File: src/rtl/hashmap_exerciser.sv
// Burst traffic generator and result checker for the hashmap insert/lookup port.
// One start edge issues `count` ops over an arithmetic key sequence and gathers hit/miss/stall statistics.
module hashmap_exerciser #(
   parameter int KEY_BITS   = 64,
   parameter int VAL_BITS   = 64,
   parameter int CNT_BITS   = 16,
   parameter int LOOKUP_LAT = 6
) (
   input  logic                clk,
   input  logic                rst_n,
   input  logic                start,
   input  logic [1:0]          mode,
   input  logic [KEY_BITS-1:0] base_key,
   input  logic [KEY_BITS-1:0] stride,
   input  logic [VAL_BITS-1:0] base_val,
   input  logic [CNT_BITS-1:0] count,
   output logic                insert,
   output logic [KEY_BITS-1:0] ins_key,
   output logic [VAL_BITS-1:0] ins_value,
   input  logic                busy,
   output logic                lookup,
   output logic [KEY_BITS-1:0] key,
   output logic                modify,
   output logic                del,
   output logic [VAL_BITS-1:0] mod_value,
   input  logic                valid,
   input  logic [VAL_BITS-1:0] value,
   output logic                running,
   output logic                done,
   output logic [CNT_BITS-1:0] issued,
   output logic [CNT_BITS-1:0] hits,
   output logic [CNT_BITS-1:0] misses,
   output logic [CNT_BITS-1:0] stalls,
   output logic [VAL_BITS-1:0] value_xor
);

   typedef enum logic [1:0] {IDLE, RUN, DRAIN, DONE} state_t;

   localparam logic [1:0] MODE_INSERT = 2'd0;
   localparam logic [1:0] MODE_MODIFY = 2'd2;
   localparam logic [1:0] MODE_DELETE = 2'd3;

   state_t                state_q, state_d;
   logic                  start_dly_q, start_dly_d;
   logic                  arm_q, arm_d;
   logic [1:0]            mode_q, mode_d;
   logic [KEY_BITS-1:0]   stride_q, stride_d;
   logic [CNT_BITS-1:0]   count_q, count_d;
   logic [CNT_BITS-1:0]   idx_q, idx_d;
   logic [KEY_BITS-1:0]   cur_key_q, cur_key_d;
   logic [VAL_BITS-1:0]   cur_val_q, cur_val_d;
   logic                  insert_q, insert_d;
   logic [KEY_BITS-1:0]   ins_key_q, ins_key_d;
   logic [VAL_BITS-1:0]   ins_value_q, ins_value_d;
   logic                  lookup_q, lookup_d;
   logic [KEY_BITS-1:0]   key_q, key_d;
   logic                  modify_q, modify_d;
   logic                  del_q, del_d;
   logic [VAL_BITS-1:0]   mod_value_q, mod_value_d;
   logic [LOOKUP_LAT-1:0] flags_q, flags_d;
   logic                  running_q, running_d;
   logic                  done_q, done_d;
   logic [CNT_BITS-1:0]   issued_q, issued_d;
   logic [CNT_BITS-1:0]   hits_q, hits_d;
   logic [CNT_BITS-1:0]   misses_q, misses_d;
   logic [CNT_BITS-1:0]   stalls_q, stalls_d;
   logic [VAL_BITS-1:0]   value_xor_q, value_xor_d;

   logic                  launch;
   logic                  ops_left;
   logic                  do_issue;
   logic [1:0]            op_mode;
   logic [KEY_BITS-1:0]   op_key;
   logic [KEY_BITS-1:0]   op_stride;
   logic [VAL_BITS-1:0]   op_val;
   logic [CNT_BITS-1:0]   op_idx;

   always_comb begin
      // NOTE: every variable gets its default first, so no path through this block can infer a latch.
      state_d     = state_q;
      start_dly_d = start;
      arm_d       = arm_q | ~start;
      mode_d      = mode_q;
      stride_d    = stride_q;
      count_d     = count_q;
      idx_d       = idx_q;
      cur_key_d   = cur_key_q;
      cur_val_d   = cur_val_q;
      insert_d    = 1'b0;
      ins_key_d   = ins_key_q;
      ins_value_d = ins_value_q;
      lookup_d    = 1'b0;
      key_d       = key_q;
      modify_d    = 1'b0;
      del_d       = 1'b0;
      mod_value_d = mod_value_q;
      issued_d    = issued_q;
      hits_d      = hits_q;
      misses_d    = misses_q;
      stalls_d    = stalls_q;
      value_xor_d = value_xor_q;
      do_issue    = 1'b0;

      // The arm flag keeps a start held high through reset from launching until it is seen low.
      launch    = start & ~start_dly_q & arm_q & ((state_q == IDLE) | (state_q == DONE));
      op_mode   = launch ? mode     : mode_q;
      op_key    = launch ? base_key : cur_key_q;
      op_stride = launch ? stride   : stride_q;
      op_val    = launch ? base_val : cur_val_q;
      op_idx    = launch ? '0       : idx_q;
      ops_left  = launch ? (count != '0) : ((state_q == RUN) && (idx_q != count_q));

      // The top flag marks the cycle whose valid/value belongs to an issued lookup.
      flags_d = (flags_q << 1) | LOOKUP_LAT'(lookup_q);
      if (flags_q[LOOKUP_LAT-1]) begin
         if (valid) begin
            hits_d      = hits_q + CNT_BITS'(1);
            value_xor_d = value_xor_q ^ value;
         end else begin
            misses_d = misses_q + CNT_BITS'(1);
         end
      end
      if (insert_q | lookup_q) issued_d = issued_q + CNT_BITS'(1);

      case (state_q)
         IDLE, DONE: begin
            if (launch) begin
               mode_d      = mode;
               stride_d    = stride;
               count_d     = count;
               idx_d       = '0;
               cur_key_d   = base_key;
               cur_val_d   = base_val;
               issued_d    = '0;
               hits_d      = '0;
               misses_d    = '0;
               stalls_d    = '0;
               value_xor_d = '0;
               state_d     = (count == '0) ? DONE : RUN;
            end
         end
         RUN:     if (idx_q == count_q) state_d = DRAIN;
         DRAIN:   if ((mode_q == MODE_INSERT) ? ~busy : (flags_d == '0)) state_d = DONE;
         default: state_d = IDLE;
      endcase

      if (ops_left) begin
         if (op_mode == MODE_INSERT) begin
            if (!busy && !insert_q) begin
               do_issue = 1'b1;
            end else if (busy && (state_q == RUN) && (stalls_q != '1)) begin
               stalls_d = stalls_q + CNT_BITS'(1);
            end
         end else begin
            do_issue = 1'b1;
         end
      end

      if (do_issue) begin
         idx_d     = op_idx + CNT_BITS'(1);
         cur_key_d = op_key + op_stride;
         cur_val_d = op_val + VAL_BITS'(1);
         if (op_mode == MODE_INSERT) begin
            insert_d    = 1'b1;
            ins_key_d   = op_key;
            ins_value_d = op_val;
         end else begin
            lookup_d = 1'b1;
            key_d    = op_key;
            modify_d = (op_mode == MODE_MODIFY);
            del_d    = (op_mode == MODE_DELETE);
            if (op_mode == MODE_MODIFY) mod_value_d = op_val;
         end
      end

      running_d = (state_d == RUN) | (state_d == DRAIN);
      done_d    = (state_d == DONE);
   end

   always_ff @(posedge clk) begin
      if (!rst_n) begin
         state_q     <= IDLE;
         start_dly_q <= 1'b0;
         arm_q       <= 1'b0;
         mode_q      <= '0;
         stride_q    <= '0;
         count_q     <= '0;
         idx_q       <= '0;
         cur_key_q   <= '0;
         cur_val_q   <= '0;
         insert_q    <= 1'b0;
         ins_key_q   <= '0;
         ins_value_q <= '0;
         lookup_q    <= 1'b0;
         key_q       <= '0;
         modify_q    <= 1'b0;
         del_q       <= 1'b0;
         mod_value_q <= '0;
         // NOTE: the issue-flag shift register is reset too, so results in flight at reset are never counted.
         flags_q     <= '0;
         running_q   <= 1'b0;
         done_q      <= 1'b0;
         issued_q    <= '0;
         hits_q      <= '0;
         misses_q    <= '0;
         stalls_q    <= '0;
         value_xor_q <= '0;
      end else begin
         // NOTE: non-blocking assignments so every flop samples the pre-edge value of every other.
         state_q     <= state_d;
         start_dly_q <= start_dly_d;
         arm_q       <= arm_d;
         mode_q      <= mode_d;
         stride_q    <= stride_d;
         count_q     <= count_d;
         idx_q       <= idx_d;
         cur_key_q   <= cur_key_d;
         cur_val_q   <= cur_val_d;
         insert_q    <= insert_d;
         ins_key_q   <= ins_key_d;
         ins_value_q <= ins_value_d;
         lookup_q    <= lookup_d;
         key_q       <= key_d;
         modify_q    <= modify_d;
         del_q       <= del_d;
         mod_value_q <= mod_value_d;
         flags_q     <= flags_d;
         running_q   <= running_d;
         done_q      <= done_d;
         issued_q    <= issued_d;
         hits_q      <= hits_d;
         misses_q    <= misses_d;
         stalls_q    <= stalls_d;
         value_xor_q <= value_xor_d;
      end
   end

   assign insert    = insert_q;
   assign ins_key   = ins_key_q;
   assign ins_value = ins_value_q;
   assign lookup    = lookup_q;
   assign key       = key_q;
   assign modify    = modify_q;
   assign del       = del_q;
   assign mod_value = mod_value_q;
   assign running   = running_q;
   assign done      = done_q;
   assign issued    = issued_q;
   assign hits      = hits_q;
   assign misses    = misses_q;
   assign stalls    = stalls_q;
   assign value_xor = value_xor_q;

endmodule

File: config.mk
export PLATFORM = sky130hd
export DESIGN_NAME = hashmap_exerciser
export DESIGN_NICKNAME = d
export VERILOG_FILES = /design/src/rtl/hashmap_exerciser.sv
export SDC_FILE = /design/constraint.sdc
export NUM_CORES = 1
export LEC_CHECK = 0
export BUFFER_PORTS_ARGS = -buffer_cell sky130_fd_sc_hd__buf_2
export CAP_MARGIN = 25
export CORE_AREA = 2 2 261 263
export DETAILED_ROUTE_END_ITERATION = 10
export DIE_AREA = 0 0 263 265
export HOLD_SLACK_MARGIN = 0.12
export PLACE_DENSITY = 0.67
export SLEW_MARGIN = 5
export SYNTH_ARGS = -nofsm -noshare
export SYNTH_HDL_FRONTEND = slang
export SYNTH_SLANG_ARGS = --single-unit
File: constraint.sdc
create_clock -name clk -period 7.5 [get_ports clk]
set_input_delay 1.5 -clock clk [delete_from_list [all_inputs] [get_ports clk]]
set_output_delay 1.5 -clock clk [all_outputs]
set_load 0.01 [all_outputs]
==> results of run 1 <==
## how the worst max path moves through the flow
stage / start / slack, ns / end / cells past startpoint
2_1_floorplan: start / 0.98 / cur_key_q[58] / 26
3_3_place_gp: start / 1.33 / cur_key_q[63] / 16
3_5_place_dp: start / 1.20 / cur_key_q[61] / 16
4_1_cts: state_q[0] / 1.61 / cur_key_q[61] / 17
5_1_grt: state_q[0] / 1.13 / cur_key_q[57] / 16
6_report: state_q[0] / 1.55 / cur_key_q[61] / 17
## cell families (layout without fill, tap and decap cells)
logic type / count (synthesis) / count (layout) / synth area share (%)
compound gates: 713 / 713 / 16.6
flops: 626 / 626 / 42.5
mux: 158 / 158 / 5.38
xor+xnor: 272 / 272 / 8.08
buf+inv: 313 / 923 / 4.36
fa+ha+maj: 72 / 72 / 3.05
simple gates: 1365 / 1365 / 20.0
other cells: 0 / 23 / 0
## flip-flops by register name, indices dropped and copies added (netlist names), 2 cells and up
register   count
mode_q         2
idx_q         16
misses        16
cur_key_q     64
ins_key       64
value_xor     64
stride_q      64
cur_val_q     64
mod_value     64
key           64
flags_q        6
ins_value     64
state_q        2
count_q       16
hits          16
stalls        16
issued        16
## cell usage after synthesis, types with 59 or more instances
cell type | number | area share, %
a211oi_1 | 283 | 7.2
a21oi_1 | 181 | 3.1
clkbuf_1 | 168 | 2.1
dfxtp_1 | 626 | 43
ha_1 | 67 | 2.8
inv_1 | 97 | 1.2
mux2i_1 | 155 | 5.3
nand2_1 | 450 | 5.7
nand3_1 | 71 | 1.2
nor2_1 | 599 | 7.6
o21ai_0 | 59 | 1.0
xnor2_1 | 118 | 3.5
xor2_1 | 154 | 4.6
## where the power goes
part,internal (mW),switching (mW),leakage [nW],total (mW)
logic,0.757,1.35,9.18,2.11
clock network,2.08,1.46,1.17,3.54
registers,3.61,0.147,5.07,3.75
## worst register-to-register path, cell delays in order, from the launching register on
cell       delay, ns
dfxtp_1         0.37
inv_1           0.06
ha_1            0.66
and4b_4         0.79
buf_12          0.47
mux2i_1         0.47
inv_1           0.09
ha_1            0.34
a21o_1          0.21
a211o_1         0.30
a311oi_1        0.28
nor3_1          0.11
a211oi_1        0.43
a2111oi_2       0.17
o21ai_1         0.38
a21oi_1         0.16
or4_1           0.52
nand3_1         0.09
## per-layer routing
layer / wire length (um) / GRT usage (%)
met1: 38300 / 30.8
met2: 44500 / 43.4
met3: 7050 / 7.23
met4: 3140 / 10.1
met5: 137 / 0
## layout make-up
type                    count  area (um^2)
repair buffers            697         3630
clock inverters            22          262
fillers                  6364        31000
flip-flops and latches    626        12500
diodes                     23         57.6
inverters                  98          375
well taps                 873         1090
multi-input cells        2580        15700
clock buffers             106         2130
==> results_tabular.tex, run 1 <==
\begin{tabular}{lr}
\hline
Metric & Value \\
\hline
\multicolumn{2}{l}{\textbf{Status}} \\
\quad Run status & finished, final reports clean \\
\multicolumn{2}{l}{\textbf{CTS}} \\
\quad Total clock buffers created by CTS & 70 \\
\quad Clock transition at path regs & 0.06 ns \\
\quad Number of hold buffers added after CTS & 0 \\
\quad Number of instances resized during post-cts repair & 0 \\
\quad Maximum clock path buffer count & 3 \\
\quad TritonCTS clock tree & done \\
\quad Number of post-CTS setup repair buffers & 0 \\
\quad Insertion delay to the later sink of the worst-skew pair & 0.63 ns \\
\quad H-tree levels & 3 \\
\quad Root Buffer & clkbuf\_16 \\
\quad Number of clock sinks & 626 \\
\multicolumn{2}{l}{\textbf{Global route}} \\
\quad Grt total ovfl & 0 \\
\quad Global-route wire length before repair & 142000 um \\
\quad Initial antenna violation count & 34 \\
\quad Number of global-route vias before repair & 24831 \\
\quad Largest net degree at the start of global routing & 171 \\
\quad GRT Util Overall & 25.6\% \\
\multicolumn{2}{l}{\textbf{Critical path}} \\
\quad Delay of the slowest critical-path stage & 0.79 ns \\
\quad Maximum net fanout on the critical path & 82 \\
\quad Required time of the critical path & 8.07 ns \\
\quad Buf/Inv on CP & 3 \\
\quad Data arrival time of the critical path & 6.52 ns \\
\quad Crit path launch type & register \\
\quad Reg-to-Reg End & cur\_key\_q[61] \\
\quad Slack of the worst reg-to-reg path & 1.55 ns \\
\quad Critical R2R Launch & state\_q[0] \\
\quad Register-to-Register Path Depth & 17 \\
\quad Kind of capture point of the worst setup path & register \\
\quad Master of the slowest instance on the critical path & and4b\_4 \\
\quad Crit path kind & reg -> reg \\
\quad CP delay by family, top & compound AO/OA/AOI/OAI gates \\
\quad Series of cell instances along the critical path & inv\_1, ha\_1, and4b\_4, buf\_12, mux2i\_1, inv\_1, ha\_1, a21o\_1, a211o\_1, a311oi\_1, nor3\_1, a211oi\_1, a2111oi\_2, o21ai\_1, a21oi\_1, or4\_1, nand3\_1 \\
\multicolumn{2}{l}{\textbf{Timing}} \\
\quad Timing-limited maximum frequency & 0.168 GHz \\
\quad Final Hold Violating Endpoints & 0 \\
\quad Worst hold margin & 0.452 ns \\
\quad Setup violators final & 0 \\
\quad Worst Skew & 0.0269 ns \\
\quad Setup slack of the critical path after layout & 1.55 ns \\
\quad Period utilisation layout & 79.4\% \\
\quad Slew of the pin with the lowest slew margin & 1.00 ns \\
\quad Number of max-slew violations in the final report & 0 \\
\quad Aggregate negative setup slack & 0 ns \\
\quad Setup repair after global routing missed its margin & no \\
\quad Min Tclk post-route & 5.95 ns \\
\quad Max-slew headroom at the worst pin & 31.4\% \\
\multicolumn{2}{l}{\textbf{Route}} \\
\quad Total iterations of the first detailed-routing run & 5 \\
\quad Post-detailed-route count of antenna-violating nets & 0 \\
\quad Drt wl/cell & 18.5 um \\
\quad Drt via density & 5.30 \\
\quad Residual DRC & 0 \\
\quad 1st-iter DRT viols & 1834 \\
\quad Total via count after detailed routing & 26646 \\
\quad Detailed-route wire length & 93100 um \\
\multicolumn{2}{l}{\textbf{Synthesis}} \\
\quad Flip-flop and latch count after synthesis & 626 \\
\quad Mean instance size in the synthesized netlist & 8.38 um\^{}2 \\
\quad Synth Cell Area & 29500 um\^{}2 \\
\quad Ys async rst share & 0\% \\
\quad Number of enable flip-flop cells after synthesis & 0 \\
\quad Count of mapped cells out of synthesis & 3519 \\
\quad Yosys cell types & 87 \\
\quad Sequential element share of the synthesized area & 42.5\% \\
\quad Mapped Nets & 3866 \\
\quad Most instantiated flip-flop cell in the synthesis netlist & dfxtp\_1 \\
\quad Number of warnings issued by yosys & 0 \\
\multicolumn{2}{l}{\textbf{Placement}} \\
\quad Area after DPL & 33300 um\^{}2 \\
\quad Post-detailed-placement half-perimeter wirelength & 68600 um \\
\quad Number of buffers added on ports & 668 \\
\quad Global placement routability congestion & 0.928 \\
\quad Placed instance count & 4872 \\
\quad Post-Place Setup Slack & 1.20 ns \\
\multicolumn{2}{l}{\textbf{Power}} \\
\quad Worst IR Drop VDD & 0.000200 V \\
\quad Lkg Pwr & 15.4 nW \\
\quad Total power divided by cell area & 263 nW/um\^{}2 \\
\quad PnR Total Power & 9.40 mW \\
\multicolumn{2}{l}{\textbf{Cells and area}} \\
\quad Signed area change from the synthesized netlist to the final layout & 21.4\% \\
\quad Commonest non-fill, non-tap cell in the layout & buf\_2 \\
\quad Final \#Nets & 4420 \\
\quad Util after Layout & 53.6\% \\
\quad Design area & 35800 um\^{}2 \\
\quad Final cell count without fillers & 5025 \\
\quad Most used cells in the layout excluding fill and tap cells & buf\_2, dfxtp\_1, nor2\_1 \\
\quad Share of final-layout standard cells stronger than drive strength 1 & 20.6\% \\
\multicolumn{2}{l}{\textbf{Hold path}} \\
\quad Hold worst-path end & flags\_q[1] \\
\quad Worst min-delay path class & reg -> reg \\
\quad Source of the worst hold timing path & flags\_q[0] \\
\quad Worst hold path stage count & 1 \\
\multicolumn{2}{l}{\textbf{Run}} \\
\quad Max-cap violations & 0 \\
\multicolumn{2}{l}{\textbf{Die}} \\
\quad Die Span Y & 265 um \\
\quad Area of the core & 66800 um\^{}2 \\
\quad \# IOs & 669 \\
\quad Area enclosed by the die boundary & 69700 um\^{}2 \\
\quad Rows & 95 \\
\quad Die Wd & 263 um \\
\quad Initial Utilization & 44.1\% \\
\hline
\end{tabular}
Note: power is estimated with default switching activity, not from simulation.
==> inputs of run 2 (changes only) <==
--- a/config.mk
+++ b/config.mk
@@ -7,11 +7,11 @@
 export LEC_CHECK = 0
 export BUFFER_PORTS_ARGS = -buffer_cell sky130_fd_sc_hd__buf_2
 export CAP_MARGIN = 25
-export CORE_AREA = 2 2 261 263
+export CORE_AREA = 2 2 264 266
 export DETAILED_ROUTE_END_ITERATION = 10
-export DIE_AREA = 0 0 263 265
+export DIE_AREA = 0 0 266 268
 export HOLD_SLACK_MARGIN = 0.12
-export PLACE_DENSITY = 0.67
+export PLACE_DENSITY = 0.69
 export SLEW_MARGIN = 5
 export SYNTH_ARGS = -nofsm -noshare
 export SYNTH_HDL_FRONTEND = slang
==> constraint.sdc (replaced) <==
create_clock -name clk -period 5.3 [get_ports clk]
set_input_delay 1.06 -clock clk [delete_from_list [all_inputs] [get_ports clk]]
set_output_delay 1.06 -clock clk [all_outputs]
set_load 0.01 [all_outputs]
==> results_tabular.tex, run 2 (same netlist as run 1, synthesis figures left out) <==
\begin{tabular}{lr}
\hline
Metric & Value \\
\hline
\multicolumn{2}{l}{\textbf{Status}} \\
\quad Run status & finished, final reports clean \\
\multicolumn{2}{l}{\textbf{Timing}} \\
\quad Worst Skew & 0.0206 ns (-0.00632 ns) \\
\quad Final Hold Violating Endpoints & 0 (unchanged) \\
\quad Aggregate negative setup slack & 0 ns (unchanged) \\
\quad Number of max-slew violations in the final report & 0 (unchanged) \\
\quad Setup slack of the critical path after layout & 0.332 ns (-1.21 ns) \\
\quad Timing-limited maximum frequency & 0.201 GHz (+20\%) \\
\quad Min Tclk post-route & 4.97 ns (-0.986 ns) \\
\quad Worst hold margin & 0.439 ns (-0.0128 ns) \\
\quad Setup violators final & 0 (unchanged) \\
\quad Setup repair after global routing missed its margin & no \\
\quad Period utilisation layout & 93.7\% (+14 points) \\
\quad Slew of the pin with the lowest slew margin & 1.14 ns (+0.142 ns) \\
\quad Max-slew headroom at the worst pin & 23.1\% (-8.3 points) \\
\multicolumn{2}{l}{\textbf{Global route}} \\
\quad Grt total ovfl & 0 (unchanged) \\
\quad Global-route wire length before repair & 144000 um (+1.6\%) \\
\quad Initial antenna violation count & 22 (-35\%) \\
\quad Largest net degree at the start of global routing & 171 (unchanged) \\
\quad GRT Util Overall & 25.4\% (-0.29 points) \\
\quad Number of global-route vias before repair & 25543 (+2.9\%) \\
\multicolumn{2}{l}{\textbf{Die}} \\
\quad \# IOs & 669 (unchanged) \\
\quad Die Span Y & 268 um (+1.1\%) \\
\quad Initial Utilization & 43.2\% (-0.92 points) \\
\quad Rows & 96 (+1.1\%) \\
\quad Area enclosed by the die boundary & 71300 um\^{}2 (+2.3\%) \\
\quad Die Wd & 266 um (+1.1\%) \\
\quad Area of the core & 68200 um\^{}2 (+2.1\%) \\
\multicolumn{2}{l}{\textbf{Route}} \\
\quad Drt wl/cell & 18.6 um (+0.30\%) \\
\quad Total iterations of the first detailed-routing run & 5 (unchanged) \\
\quad 1st-iter DRT viols & 1973 (+7.6\%) \\
\quad Detailed-route wire length & 94700 um (+1.8\%) \\
\quad Drt via density & 5.36 (+1.1\%) \\
\quad Residual DRC & 0 (unchanged) \\
\quad Post-detailed-route count of antenna-violating nets & 0 (unchanged) \\
\quad Total via count after detailed routing & 27323 (+2.5\%) \\
\multicolumn{2}{l}{\textbf{Cells and area}} \\
\quad Share of final-layout standard cells stronger than drive strength 1 & 22.6\% (+2.0 points) \\
\quad Signed area change from the synthesized netlist to the final layout & 24.1\% \\
\quad Commonest non-fill, non-tap cell in the layout & buf\_2 \\
\quad Util after Layout & 53.6\% (about the same) \\
\quad Most used cells in the layout excluding fill and tap cells & buf\_2, dfxtp\_1, nor2\_1 \\
\quad Filler Cells Inserted & 6389 (+0.39\%) \\
\quad Final \#Nets & 4495 (+1.7\%) \\
\multicolumn{2}{l}{\textbf{Power}} \\
\quad PnR Total Power & 13.5 mW (+44\%) \\
\quad Total power divided by cell area & 369 nW/um\^{}2 (+41\%) \\
\quad Lkg Pwr & 15.8 nW (+2.5\%) \\
\quad Worst IR Drop VDD & 0.000235 V (+18\%) \\
\multicolumn{2}{l}{\textbf{Placement}} \\
\quad Global placement routability congestion & 0.923 (-0.61\%) \\
\quad Number of buffers added on ports & 668 (unchanged) \\
\quad Post-Place Setup Slack & -0.124 ns (-1.32 ns) \\
\quad Post-detailed-placement half-perimeter wirelength & 70300 um (+2.4\%) \\
\multicolumn{2}{l}{\textbf{CTS}} \\
\quad Number of post-CTS setup repair buffers & 0 (unchanged) \\
\quad Number of instances resized during post-cts repair & 0 (unchanged) \\
\quad Clock transition at path regs & 0.06 ns (about the same) \\
\quad H-tree levels & 3 (unchanged) \\
\quad Number of hold buffers added after CTS & 0 (unchanged) \\
\quad TritonCTS clock tree & done \\
\quad Total clock buffers created by CTS & 69 (-1.4\%) \\
\quad Maximum clock path buffer count & 3 (unchanged) \\
\quad Root Buffer & clkbuf\_16 \\
\quad Number of clock sinks & 626 (unchanged) \\
\quad Insertion delay to the later sink of the worst-skew pair & 0.60 ns (-0.03 ns) \\
\multicolumn{2}{l}{\textbf{Critical path}} \\
\quad Data arrival time of the critical path & 5.49 ns (-1.03 ns) \\
\quad Crit path launch type & register \\
\quad Kind of capture point of the worst setup path & register \\
\quad Crit path kind & reg -> reg \\
\quad Series of cell instances along the critical path & inv\_1, ha\_1, and4b\_4, buf\_12, mux2i\_4, inv\_1, ha\_1, nand3\_1, or3\_1, a211o\_1, a311oi\_4, o211ai\_1, a211oi\_2, a21oi\_2, o41ai\_2, mux2i\_1, mux2i\_1 \\
\quad Delay of the slowest critical-path stage & 0.46 ns (-0.33 ns) \\
\quad Buf/Inv on CP & 3 (unchanged) \\
\quad Master of the slowest instance on the critical path & a311oi\_4 \\
\quad Maximum net fanout on the critical path & 16 (-80\%) \\
\quad Required time of the critical path & 5.82 ns (-2.25 ns) \\
\quad CP delay by family, top & compound AO/OA/AOI/OAI gates \\
\multicolumn{2}{l}{\textbf{Hold path}} \\
\quad Worst min-delay path class & reg -> reg \\
\multicolumn{2}{l}{\textbf{Run}} \\
\quad Max-cap violations & 0 (unchanged) \\
\hline
\end{tabular}
## run 2: cell types whose count changed in the layout (fill, tap and decap cells not counted), moves of 5 or more
cell       previous run  this run
bufinv_16             3         8
clkinv_2              9        14
mux2i_1             155       145
clkbuf_8             22         8
diode_2              23        17
mux2i_4               0         6
buf_4                21        97
## run 2: through the flow
stage / instances / cell area, um^2
6_report: 5099 / 36600
5_1_grt: 5094 / 36600
4_1_cts: 5082 / 36500
3_5_place_dp: 4959 / 34100
3_3_place_gp: 4959 / 34100
2_1_floorplan: 3519 / 29800
## run 2: area by class of cell
| cell class | instances | area, um^2 | area share, % |
|---|---|---|---|
| diodes | 17 | 42.5 | 0.116 |
| clock buffers | 89 | 1950 | 5.32 |
| clock inverters | 34 | 430 | 1.18 |
| inverters | 98 | 375 | 1.03 |
| multi-input cells | 2580 | 15900 | 43.5 |
| flip-flops and latches | 626 | 12500 | 34.3 |
| well taps | 882 | 1100 | 3.02 |
| repair buffers | 773 | 4230 | 11.6 |
## run 2: metal layers
layer,vias to the layer above,GRT usage (%),wire [um]
met1,12790,31.4,39400
li1,13431,-,-
met5,-,0,94
met3,163,5.68,7090
met4,14,8.41,2660
met2,925,43.6,45500
## run 2: path summary, 6_finish.rpt
kind	start	to	slack (ns)	cells after the start
max	state_q[0]	cur_key_q[63]	0.33	17
min	flags_q[2]	flags_q[3]	0.44	1
max reg2reg	state_q[0]	cur_key_q[63]	0.33	17
min reg2reg	flags_q[2]	flags_q[3]	0.44	1
## run 2: power by group
| group | leakage, nW | switching (mW) | internal [mW] |
|---|---|---|---|
| combinational | 9.58 | 1.97 | 1.20 |
| clock | 1.16 | 2.02 | 3.00 |
| sequential | 5.07 | 0.208 | 5.10 |
| total | 15.8 | 4.20 | 9.30 |
==> inputs of run 3 (changes only) <==
--- a/config.mk
+++ b/config.mk
@@ -11,6 +11,7 @@
 export DETAILED_ROUTE_END_ITERATION = 10
 export DIE_AREA = 0 0 266 268
 export HOLD_SLACK_MARGIN = 0.12
+export MAX_ROUTING_LAYER = met4
 export PLACE_DENSITY = 0.69
 export SLEW_MARGIN = 5
 export SYNTH_ARGS = -nofsm -noshare
==> results_tabular.tex, run 3 (same netlist as run 1, synthesis figures left out) <==
\begin{tabular}{lr}
\hline
Metric & Value \\
\hline
\multicolumn{2}{l}{\textbf{Placement}} \\
\quad Global placement routability congestion & 0.921 (-0.15\%) \\
\quad Number of buffers added on ports & 668 (unchanged) \\
\quad Placed instance count & 4948 (-0.22\%) \\
\quad Post-detailed-placement half-perimeter wirelength & 69700 um (-0.87\%) \\
\quad Post-Place Setup Slack & -0.0883 ns (+0.0352 ns) \\
\multicolumn{2}{l}{\textbf{Cells and area}} \\
\quad Final cell count without fillers & 5103 (+0.078\%) \\
\quad Commonest non-fill, non-tap cell in the layout & buf\_2 \\
\quad Final \#Nets & 4485 (-0.22\%) \\
\quad Share of final-layout standard cells stronger than drive strength 1 & 22.4\% (-0.25 points) \\
\quad Total area of multi-input combinational cells & 15900 um\^{}2 (unchanged) \\
\quad Filler Cells Inserted & 6357 (-0.50\%) \\
\quad Signed area change from the synthesized netlist to the final layout & 24.1\% (about the same) \\
\quad Most used cells in the layout excluding fill and tap cells & buf\_2, dfxtp\_1, nor2\_1 \\
\quad Sequential cell area & 12500 um\^{}2 (unchanged) \\
\multicolumn{2}{l}{\textbf{Critical path}} \\
\quad Series of cell instances along the critical path & inv\_1, ha\_1, and4b\_4, buf\_12, mux2i\_4, inv\_1, ha\_1, nand3\_1, or3\_1, a211o\_1, a311oi\_4, o211ai\_1, a2111oi\_2, o21ai\_1, a21boi\_1, nor3\_1, o32ai\_1 \\
\quad Delay of the slowest critical-path stage & 0.49 ns (+0.03 ns) \\
\quad Crit path kind & reg -> reg \\
\quad Buf/Inv on CP & 3 (unchanged) \\
\quad CP delay by family, top & compound AO/OA/AOI/OAI gates \\
\quad Required time of the critical path & 5.81 ns (about the same) \\
\quad Maximum net fanout on the critical path & 16 (unchanged) \\
\quad Master of the slowest instance on the critical path & a2111oi\_2 \\
\quad Data arrival time of the critical path & 5.43 ns (-0.06 ns) \\
\quad Kind of capture point of the worst setup path & register \\
\quad Crit path launch type & register \\
\multicolumn{2}{l}{\textbf{Timing}} \\
\quad Number of max-slew violations in the final report & 0 (unchanged) \\
\quad Period utilisation layout & 92.9\% (-0.81 points) \\
\quad Timing-limited maximum frequency & 0.203 GHz (+0.87\%) \\
\quad Setup violators final & 0 (unchanged) \\
\quad Setup repair after global routing missed its margin & no \\
\quad Min Tclk post-route & 4.93 ns (-0.0429 ns) \\
\quad Setup slack of the critical path after layout & 0.375 ns (+0.0429 ns) \\
\quad Slew of the pin with the lowest slew margin & 0.986 ns (-0.157 ns) \\
\quad Worst Skew & 0.0242 ns (+0.00370 ns) \\
\quad Final Hold Violating Endpoints & 0 (unchanged) \\
\quad Max-slew headroom at the worst pin & 34.1\% (+11 points) \\
\multicolumn{2}{l}{\textbf{Route}} \\
\quad Drt wl/cell & 18.5 um (-0.47\%) \\
\quad 1st-iter DRT viols & 1815 (-8.0\%) \\
\quad Total via count after detailed routing & 27089 (-0.86\%) \\
\quad Drt via density & 5.31 (-0.93\%) \\
\quad Residual DRC & 0 (unchanged) \\
\quad Detailed-route wire length & 94400 um (-0.39\%) \\
\quad Post-detailed-route count of antenna-violating nets & 0 (unchanged) \\
\quad Total iterations of the first detailed-routing run & 5 (unchanged) \\
\multicolumn{2}{l}{\textbf{CTS}} \\
\quad TritonCTS clock tree & done \\
\quad Number of clock sinks & 626 (unchanged) \\
\quad Total clock buffers created by CTS & 70 (+1.4\%) \\
\quad H-tree levels & 3 (unchanged) \\
\quad Insertion delay to the later sink of the worst-skew pair & 0.62 ns (+0.02 ns) \\
\quad Root Buffer & clkbuf\_16 \\
\quad Maximum clock path buffer count & 3 (unchanged) \\
\quad Clock transition at path regs & 0.06 ns (about the same) \\
\quad Number of post-CTS setup repair buffers & 0 (unchanged) \\
\multicolumn{2}{l}{\textbf{Global route}} \\
\quad Grt total ovfl & 0 (unchanged) \\
\quad Initial antenna violation count & 28 (+27\%) \\
\quad Largest net degree at the start of global routing & 171 (unchanged) \\
\quad Global-route wire length before repair & 144000 um (-0.27\%) \\
\quad Number of global-route vias before repair & 25458 (-0.33\%) \\
\quad GRT Util Overall & 26.1\% (+0.70 points) \\
\multicolumn{2}{l}{\textbf{Run}} \\
\quad Max-cap violations & 0 (unchanged) \\
\multicolumn{2}{l}{\textbf{Power}} \\
\quad Total power divided by cell area & 368 nW/um\^{}2 (-0.29\%) \\
\quad Worst IR Drop VDD & 0.000244 V (+3.8\%) \\
\quad Lkg Pwr & 15.8 nW (-0.30\%) \\
\multicolumn{2}{l}{\textbf{Die}} \\
\quad Die Wd & 266 um (unchanged) \\
\quad \# IOs & 669 (unchanged) \\
\quad Initial Utilization & 43.2\% (unchanged) \\
\quad Area of the core & 68200 um\^{}2 (unchanged) \\
\quad Area enclosed by the die boundary & 71300 um\^{}2 (unchanged) \\
\quad Die Span Y & 268 um (unchanged) \\
\quad Rows & 96 (unchanged) \\
\multicolumn{2}{l}{\textbf{Status}} \\
\quad Run status & finished, final reports clean \\
\multicolumn{2}{l}{\textbf{Hold path}} \\
\quad Worst min-delay path class & reg -> reg \\
\hline
\end{tabular}
-- run 3: cell types whose count changed in the layout (fill, tap and decap cells not counted), sizes merged --
cell,delta
diode,+11
inv,+3
buf,-11
bufinv,-4
clkinv,-7
clkbuf,+12
-- run 3: repair_timing --
action | in CTS | in global routing
hold buffers | 0 | 0
gates resized for setup | 0 | 1
endpoints found under the setup margin | 0 | 4
-- run 3: where the power goes --
group | switching (mW) | total [mW] | internal (mW)
clock | 2.08 | 5.00 | 2.92
sequential | 0.209 | 5.31 | 5.10
combinational | 1.96 | 3.16 | 1.20
total | 4.25 | 13.5 | 9.22
-- run 3: worst paths after layout --
path | from | endpoint | slack [ns] | depth (start not counted)
hold / removal | flags_q[1] | flags_q[2] | 0.45 | 1
setup reg to reg | state_q[0] | cur_key_q[57] | 0.37 | 17
setup / recovery | state_q[0] | cur_key_q[57] | 0.37 | 17
hold reg to reg | flags_q[1] | flags_q[2] | 0.45 | 1
-- run 3: through the flow --
| stage | utilization, % | hold slack, ns | cell area (um^2) | setup TNS, ns | power, mW |
|---|---|---|---|---|---|
| 2_1_floorplan | - | 0.420 | 29800 | -0.488 | 7.44 |
| 3_3_place_gp | 50.0 | 0.427 | 34100 | -0.0251 | 8.51 |
| 3_5_place_dp | 50.0 | 0.434 | 34100 | -0.174 | 8.54 |
| 4_1_cts | 53.5 | 0.443 | 36500 | 0 | 13.5 |
| 5_1_grt | 53.6 | 0.468 | 36600 | 0 | 14.1 |
| 6_report | 53.6 | 0.445 | 36600 | 0 | 13.5 |
-- run 3: worst register-to-register path, cell delays in order, from the launching register on --
cell and delay (ns):
dfxtp_1 0.38, inv_1 0.06, ha_1 0.35, and4b_4 0.37, buf_12 0.20, mux2i_4 0.28, inv_1 0.07, ha_1 0.36
nand3_1 0.15, or3_1 0.34, a211o_1 0.28, a311oi_4 0.43, o211ai_1 0.25, a2111oi_2 0.49, o21ai_1 0.21, a21boi_1 0.26
nor3_1 0.07, o32ai_1 0.28
-- run 3: area by class of cell --
class	count	share of cell area, %
tap	882	3.02
antenna	28	0.192
inverter	98	1.03
clock buffer	101	5.60
sequential	626	34.3
timing repair buffer	762	11.6
clock inverter	26	0.855
multi-input combinational	2580	43.5
-- run 3: routing by layer --
layer	GRT usage, %	part of all wire [%]
met1	31.6	42
met2	42.8	48
met3	5.94	7.2
met4	8.91	2.5
met5	-	0
